--- src/rtl/bcd2bin_seq.sv ---
// Sequential packed-BCD to binary converter, one digit per cycle, MSD first.
// Optional invalid-digit detection is enabled by defining BCD2BIN_DIGIT_CHECK_EN.
module bcd2bin_seq #(
    parameter int unsigned NDIG = 4,
    parameter int unsigned BW   = 14
) (
    input  logic              clk,
    input  logic              rst_n,
    input  logic              start,
    input  logic [4*NDIG-1:0] bcd_in,
    output logic              busy,
    output logic              done,
    output logic [BW-1:0]     bin_out,
    output logic              err
);

    localparam int unsigned IW = 4 * NDIG;
    localparam int unsigned CW = (NDIG > 1) ? $clog2(NDIG) : 1;

    typedef enum logic [1:0] {
        IDLE = 2'd0,
        CONV = 2'd1,
        DONE = 2'd2
    } state_t;

    state_t          state_q, state_d;
    logic [IW-1:0]   shift_q;
    logic [BW-1:0]   acc_q;
    logic [CW-1:0]   cnt_q;
    logic [3:0]      digit;

    logic            busy_q, busy_d;
    logic            done_q, done_d;
    logic [BW-1:0]   bin_q, bin_d;
    logic [BW-1:0]   result;

    assign digit = shift_q[IW-1 -: 4];

    // State register
    always_ff @(posedge clk or negedge rst_n) begin
        if (!rst_n) begin
            state_q <= IDLE;
        end else begin
            state_q <= state_d;
        end
    end

    // Next-state logic; start outside IDLE is dropped, not queued
    always_comb begin
        state_d = state_q;
        case (state_q)
            IDLE:    if (start) state_d = CONV;
            CONV:    if (cnt_q == CW'(NDIG - 1)) state_d = DONE;
            DONE:    state_d = IDLE;
            default: state_d = IDLE;
        endcase
    end

`ifdef BCD2BIN_DIGIT_CHECK_EN
    logic bad_q;
    logic err_q, err_d;

    assign result = bad_q ? '0 : acc_q;
    assign err    = err_q;
`else
    assign result = acc_q;
    assign err    = 1'b0;
`endif

    // Output logic: results are published one cycle after DONE and then held
    always_comb begin
        busy_d = (state_d != IDLE);
        done_d = (state_q == DONE);
        bin_d  = bin_q;
`ifdef BCD2BIN_DIGIT_CHECK_EN
        err_d  = err_q;
`endif
        if (state_q == DONE) begin
            bin_d = result;
`ifdef BCD2BIN_DIGIT_CHECK_EN
            err_d = bad_q;
`endif
        end
    end

    // Datapath: capture, then acc = acc*10 + digit per CONV cycle
    always_ff @(posedge clk or negedge rst_n) begin
        if (!rst_n) begin
            shift_q <= '0;
            acc_q   <= '0;
            cnt_q   <= '0;
        end else begin
            case (state_q)
                IDLE: begin
                    if (start) begin
                        shift_q <= bcd_in;
                        acc_q   <= '0;
                        cnt_q   <= '0;
                    end
                end
                CONV: begin
                    acc_q   <= (acc_q * BW'(10)) + BW'(digit);
                    shift_q <= shift_q << 4;
                    cnt_q   <= cnt_q + CW'(1);
                end
                default: ;
            endcase
        end
    end

`ifdef BCD2BIN_DIGIT_CHECK_EN
    // Sticky invalid-digit flag for the conversion in flight
    always_ff @(posedge clk or negedge rst_n) begin
        if (!rst_n) begin
            bad_q <= 1'b0;
            err_q <= 1'b0;
        end else begin
            err_q <= err_d;
            if (state_q == IDLE && start) begin
                bad_q <= 1'b0;
            end else if (state_q == CONV && digit > 4'd9) begin
                bad_q <= 1'b1;
            end
        end
    end
`endif

    always_ff @(posedge clk or negedge rst_n) begin
        if (!rst_n) begin
            busy_q <= 1'b0;
            done_q <= 1'b0;
            bin_q  <= '0;
        end else begin
            busy_q <= busy_d;
            done_q <= done_d;
            bin_q  <= bin_d;
        end
    end

    assign busy    = busy_q;
    assign done    = done_q;
    assign bin_out = bin_q;

endmodule

--- config.mk ---
export PLATFORM = sky130hd
export DESIGN_NAME = bcd2bin_seq
export DESIGN_NICKNAME = d
export VERILOG_FILES = /design/src/rtl/bcd2bin_seq.sv
export SDC_FILE = /design/constraint.sdc
export NUM_CORES = 1
export LEC_CHECK = 0
export ABC_CLOCK_PERIOD_IN_PS = 3500
export CAP_MARGIN = 30
export CORE_MARGIN = 1.5
export CORE_UTILIZATION = 55
export DETAILED_ROUTE_END_ITERATION = 10
export HOLD_SLACK_MARGIN = 0.06
export PLACE_DENSITY_LB_ADDON = 0.3
export SYNTH_ARGS = -nofsm -noshare
export SYNTH_HDL_FRONTEND = slang
export SYNTH_SLANG_ARGS = --single-unit
--- constraint.sdc ---
create_clock -name clk -period 3.5 [get_ports clk]
set_input_delay 0.525 -clock clk [delete_from_list [all_inputs] [get_ports clk]]
set_output_delay 0.525 -clock clk [all_outputs]
set_load 0.01 [all_outputs]
# After elaboration in Yosys (flattened, before gate mapping)
# Cells that the tools add are included.
[op_classes]
n_eq_ne = 4
n_reduce_logical = 4
mul = 1
n_addsub = 2
n_mux = 9
[ops]
columns = ["operator", "n"]
rows = [
  ["$pmux 16 s2", 1],
  ["$pmux 14 s2", 1],
  ["$mux 16", 1],
  ["$add 14x4->14", 1],
  ["$mul 14x3->13 const B", 1],
  ["$mux 14", 1],
  ["$pmux 2 s2", 2],
  ["$mux 2", 3],
  ["$eq 2x2->1 const B", 2],
  ["$reduce_bool 2->1", 2],
  ["$add 2x1->2 const B", 1],
  ["$eq 2x1->1 const B", 1],
  ["$logic_not 2->1", 1],
  ["$ne 2x2->1 const B", 1],
  ["$reduce_and 2->1", 1],
]
[totals]
reg_bits = 50
output_inout_bits = 17
in_bits = 19
elab_cells = 27

# Longest topological paths before layout
# Gate-level depths: netlist of the first run.
[depth]
depth_word = 4
mapped_depth = 9
ltp_nobuf = 9

# Worst setup path before layout of the first run
# OpenSTA, ideal clock, no wires.
[synth_timing]
path_type = "flip-flop to flip-flop"
start = "register acc_q[1]"
end = "register acc_q[13]"
n_path_buf = 0
path_slack_ns = 0.683
t_arrival_ns = 2.691
period_less_slack_ns = 2.817
path_stages_with_launch = 10
t_required_ns = 3.374
setup_ns = 0.126
path_cell_list = "dfrtp_1 > ha_1 > ha_1 > fa_1 > xor2_1 > nand4_1 > and3b_1 > nand4bb_4 > o311a_1 > a221o_1"
[synth_between]
elab_chain_cells = 3
[synth_lines]
columns = ["item", "line", "text"]
rows = [
  ["start: declaration", "28", "logic [BW-1:0] acc_q;"],
  ["start signal: assignment", "102", "acc_q <= (acc_q * BW'(10)) + BW'(digit);"],
  ["$mul 14x3->13", "102", ""],
  ["$add 14x4->14", "102", ""],
  ["$pmux 14 s2", "93", "case (state_q)"],
]
# No other way between the ends.
# A chain may end at the register's enable or synchronous reset.

# Final worst setup path of the first run
# Ends and elaborated chain as after synthesis.

==> results of run 1 <==
state kept, by name, summed over array words and instances (netlist names):
signal	cells
state_q	2
bin_out	14
shift_q	16
done	1
acc_q	14
busy	1
cnt_q	2
per-layer routing:
metal	up-vias	global-route usage
met1	979	0.298
met2	33	0.351
met4	0	0.0727
met3	9	0.0361
li1	998	-
met5	-	0
worst min-delay path by stage:
stage                from          to  slack [ns]
2_1_floorplan       rst_n    acc_q[0]        0.23
3_5_place_dp        rst_n  bin_out[9]        0.44
6_report            rst_n  bin_out[9]        0.10
3_3_place_gp   shift_q[6]  shift_q[6]        0.46
4_1_cts             rst_n    acc_q[6]        0.11
5_1_grt             rst_n  bin_out[9]        0.12
worst reg2reg max path: stages (launching register included):
cell	delay, ns
dfrtp_1	0.45
ha_1	0.32
ha_1	0.24
fa_1	0.43
xor2_1	0.26
nand4_1	0.18
and3b_1	0.33
nand4bb_4	0.14
o311a_1	0.30
a221o_1	0.25
metrics by stage:
stage / instances / power, uW
after detailed placement: 354 / 3430
after floorplan: 262 / 2830
after global placement: 353 / 3350
after CTS: 362 / 3870
final: 362 / 3860
after global routing: 362 / 4170
layout make-up:
class / count / area [sq um]
timing repair buffer: 38 / 378
clock inverter: 3 / 47.5
clock buffer: 5 / 68.8
sequential: 50 / 1250
fill: 367 / 1490
tap: 67 / 83.8
multi-input combinational: 197 / 1520
inverter: 2 / 7.51
layout by cell type, fill, tap and decap left out, drive strengths merged, types with 2 or more instances in the layout:
master / Yosys / routed
a211o: 3 / 3
nand2b: 3 / 3
mux2: 14 / 14
nor2b: 8 / 8
o21ai: 25 / 25
nand4: 3 / 3
and2: 2 / 2
mux2i: 12 / 12
o311a: 2 / 2
nor2: 4 / 4
xor2: 6 / 6
a22o: 6 / 6
o31ai: 2 / 2
nand3: 3 / 3
a21o: 3 / 3
buf: 6 / 5
ha: 23 / 23
a21oi: 11 / 11
dfrtp: 50 / 50
clkdlybuf4s50: 0 / 33
fa: 2 / 2
clkbuf: 7 / 5
nor3: 6 / 6
xnor2: 11 / 11
nand2: 32 / 32
inv: 2 / 3
power breakdown:
group / switching, uW / total, uW / leakage (uW) / internal [uW]
Clock: 206 / 423 / 0.0000587 / 217
Combinational: 1230 / 2380 / 0.000841 / 1150
Sequential: 209 / 1050 / 0.000631 / 844
Total: 1650 / 3860 / 0.00153 / 2210
kinds of logic after synthesis:
| kind of cell | Yosys count | share of synthesized area |
|---|---|---|
| xor gates and xnor gates | 17 | 0.0527 |
| and+or+nand+nor | 69 | 0.134 |
| DFF | 50 | 0.442 |
| muxes | 26 | 0.0982 |
| other | 1 | 0.00133 |
| adders and majority gates | 25 | 0.116 |
| buffers and inverters | 15 | 0.0221 |
| AOI/OAI and AO/OA | 59 | 0.134 |
==> impl_results.md, run 1 <==
* Outcome: finished clean
* Inserted Diodes at 0
* Clock latency on the worst-skew pair at between 0.3 and 0.4 ns
* Crit path max-delay family: adder cells
* Count of final hold-check violations at 0
* Count of different cell masters after synthesis at 45
* Area grow syn2layout at 18.7%
* CTS tree: done
* Routed via count at between 2,000 and 2,500
* Layout cell share with drive strength beyond 1 at 0.115
* Max-Cap Viols at 0
* R2R Path End: acc_q[13]
* Final Cell Area at 3360 sq um
* Final WL at ~5500 um
* Async SR Flop Fraction at 1.00
* Post-synthesis sequential area ratio at 0.442
* Initial core utilization at 0.583
* Synth area leaders: dfrtp_1 44%, ha_1 10%, mux2_2 5.6%
* Tmin final at 3.01 ns
* Placed inst area at about 3200 sq um
* R2R Path Start: acc_q[1]
* Slowest cell on crit path: dfrtp_1
* Initial DRC count at 66
* Hold Path Class: in2async
* Max Slew Vio Count at 0
* Worst clock skew at 0.00621 ns
* Setup TNS at 0 ns
* CP Max Fanout at 5
* Final worst path period share at 0.860
* Worst hold margin at between 0.1 and 0.15 ns
* Cell mode on critical path: ha_1
* R2R setup slack at roughly 0.49 ns
* Post-synth top cells: 50 x dfrtp_1, 31 x nand2_1, 25 x o21ai_0, 23 x ha_1, 14 x mux2_2
* Die Ht at between 70 and 80 um
* Final nets at 338
* First-pass GRT wire length at just over 9000 um
* Path depth of the worst reg2reg path at 9
* Post-synth EDFFs at 0
* Worst rel slew slack at 0.347
* Clock tree sinks at 50
* Pwr Density at between 1000 and 1500 nW/um^2
* Die width at approximately 75 um
* Drt drc at 0
* Max rail drop VDD at ~0.62 mV
* Worst Path Buf+Inv at 0
* DR WL met3 at approximately 160 um
* Hpwl dp at 4100 um
* Cells along the critical path: ha_1 -> ha_1 -> fa_1 -> xor2_1 -> nand4_1 -> and3b_1 -> nand4bb_4 -> o311a_1 -> a221o_1
* Core box area at 4850 sq um
* Count leader, synth: dfrtp_1
* Critical Path AT at approximately 3.2 ns
* Max Fclk at around 330 MHz
* 1st-pass router iterations at 4
* Final setup viols at 0
* Ys flop type: dfrtp_1
* WP depth at 9
* Worst Setup SP: acc_q[1]
* Synth warnings at 0
* Crit path launch type: register
* M1 WL at between 2000 and 3000 um
* GR Overflow Total at 0
* Worst path required time at between 3 and 4 ns
* Clk buf depth at 2
* Post-CTS Hold Fix Bufs at 0
* Vias in the first global route at 1,914
* CTS H-Tree Depth at 2
* Core Rows at 25
* Met2 wire length at about 2600 um
* Clock transition at path regs at roughly 0.1 ns
* Synth Cell Area at about 2800 sq um
* Post-cts resize count at 0
* RD Place Congestion at a little under 0.9
* Inserted Clock Buffers at 5
* Die area at 5580 sq um
* Post-synthesis cell count at about 260
* Fin util at 0.692
* Slew @ Worst Pin at 0.976 ns
* Area share of the largest cell type after synthesis at 0.442
* CTS root buf: clkbuf_8
* # IOs at 36
* Max stage delay on crit path at around 0.45 ns
* Leakage power at about 0.0015 uW
* GRT Total Usage at 0.217
* CP Class: reg2reg
* Unrepaired setup endpoints after global routing: no
* Initial antenna violation count at 0
* Yosys reg bits at 50
* Syn Nets at 306
* Final WS setup at around 0.5 ns
* Vias per cell at approximately 5.6
* Largest net degree at the start of global routing at 39
* Post-Syn Area per Cell at approximately 11 sq um
* WL/cell at 15.2 um
* Setup crit end: acc_q[13]
* Setup bufs post-CTS at 0
* Critical Path End Type: register
* Antenna Violating Nets Remaining at 0
* Number of port buffers at 34
* Biggest area consumer among synthesized cells: dfrtp_1
* DR top layer: met4
* Pre-CTS setup slack at a little over 0.5 ns
Note: power is estimated with default switching activity, not from simulation.
==> inputs of run 2 (changes only) <==
Settings changed: ABC_AREA set to 0.
==> results of run 2 <==
Final layout, timing and power as in run 1 (identical DEF).
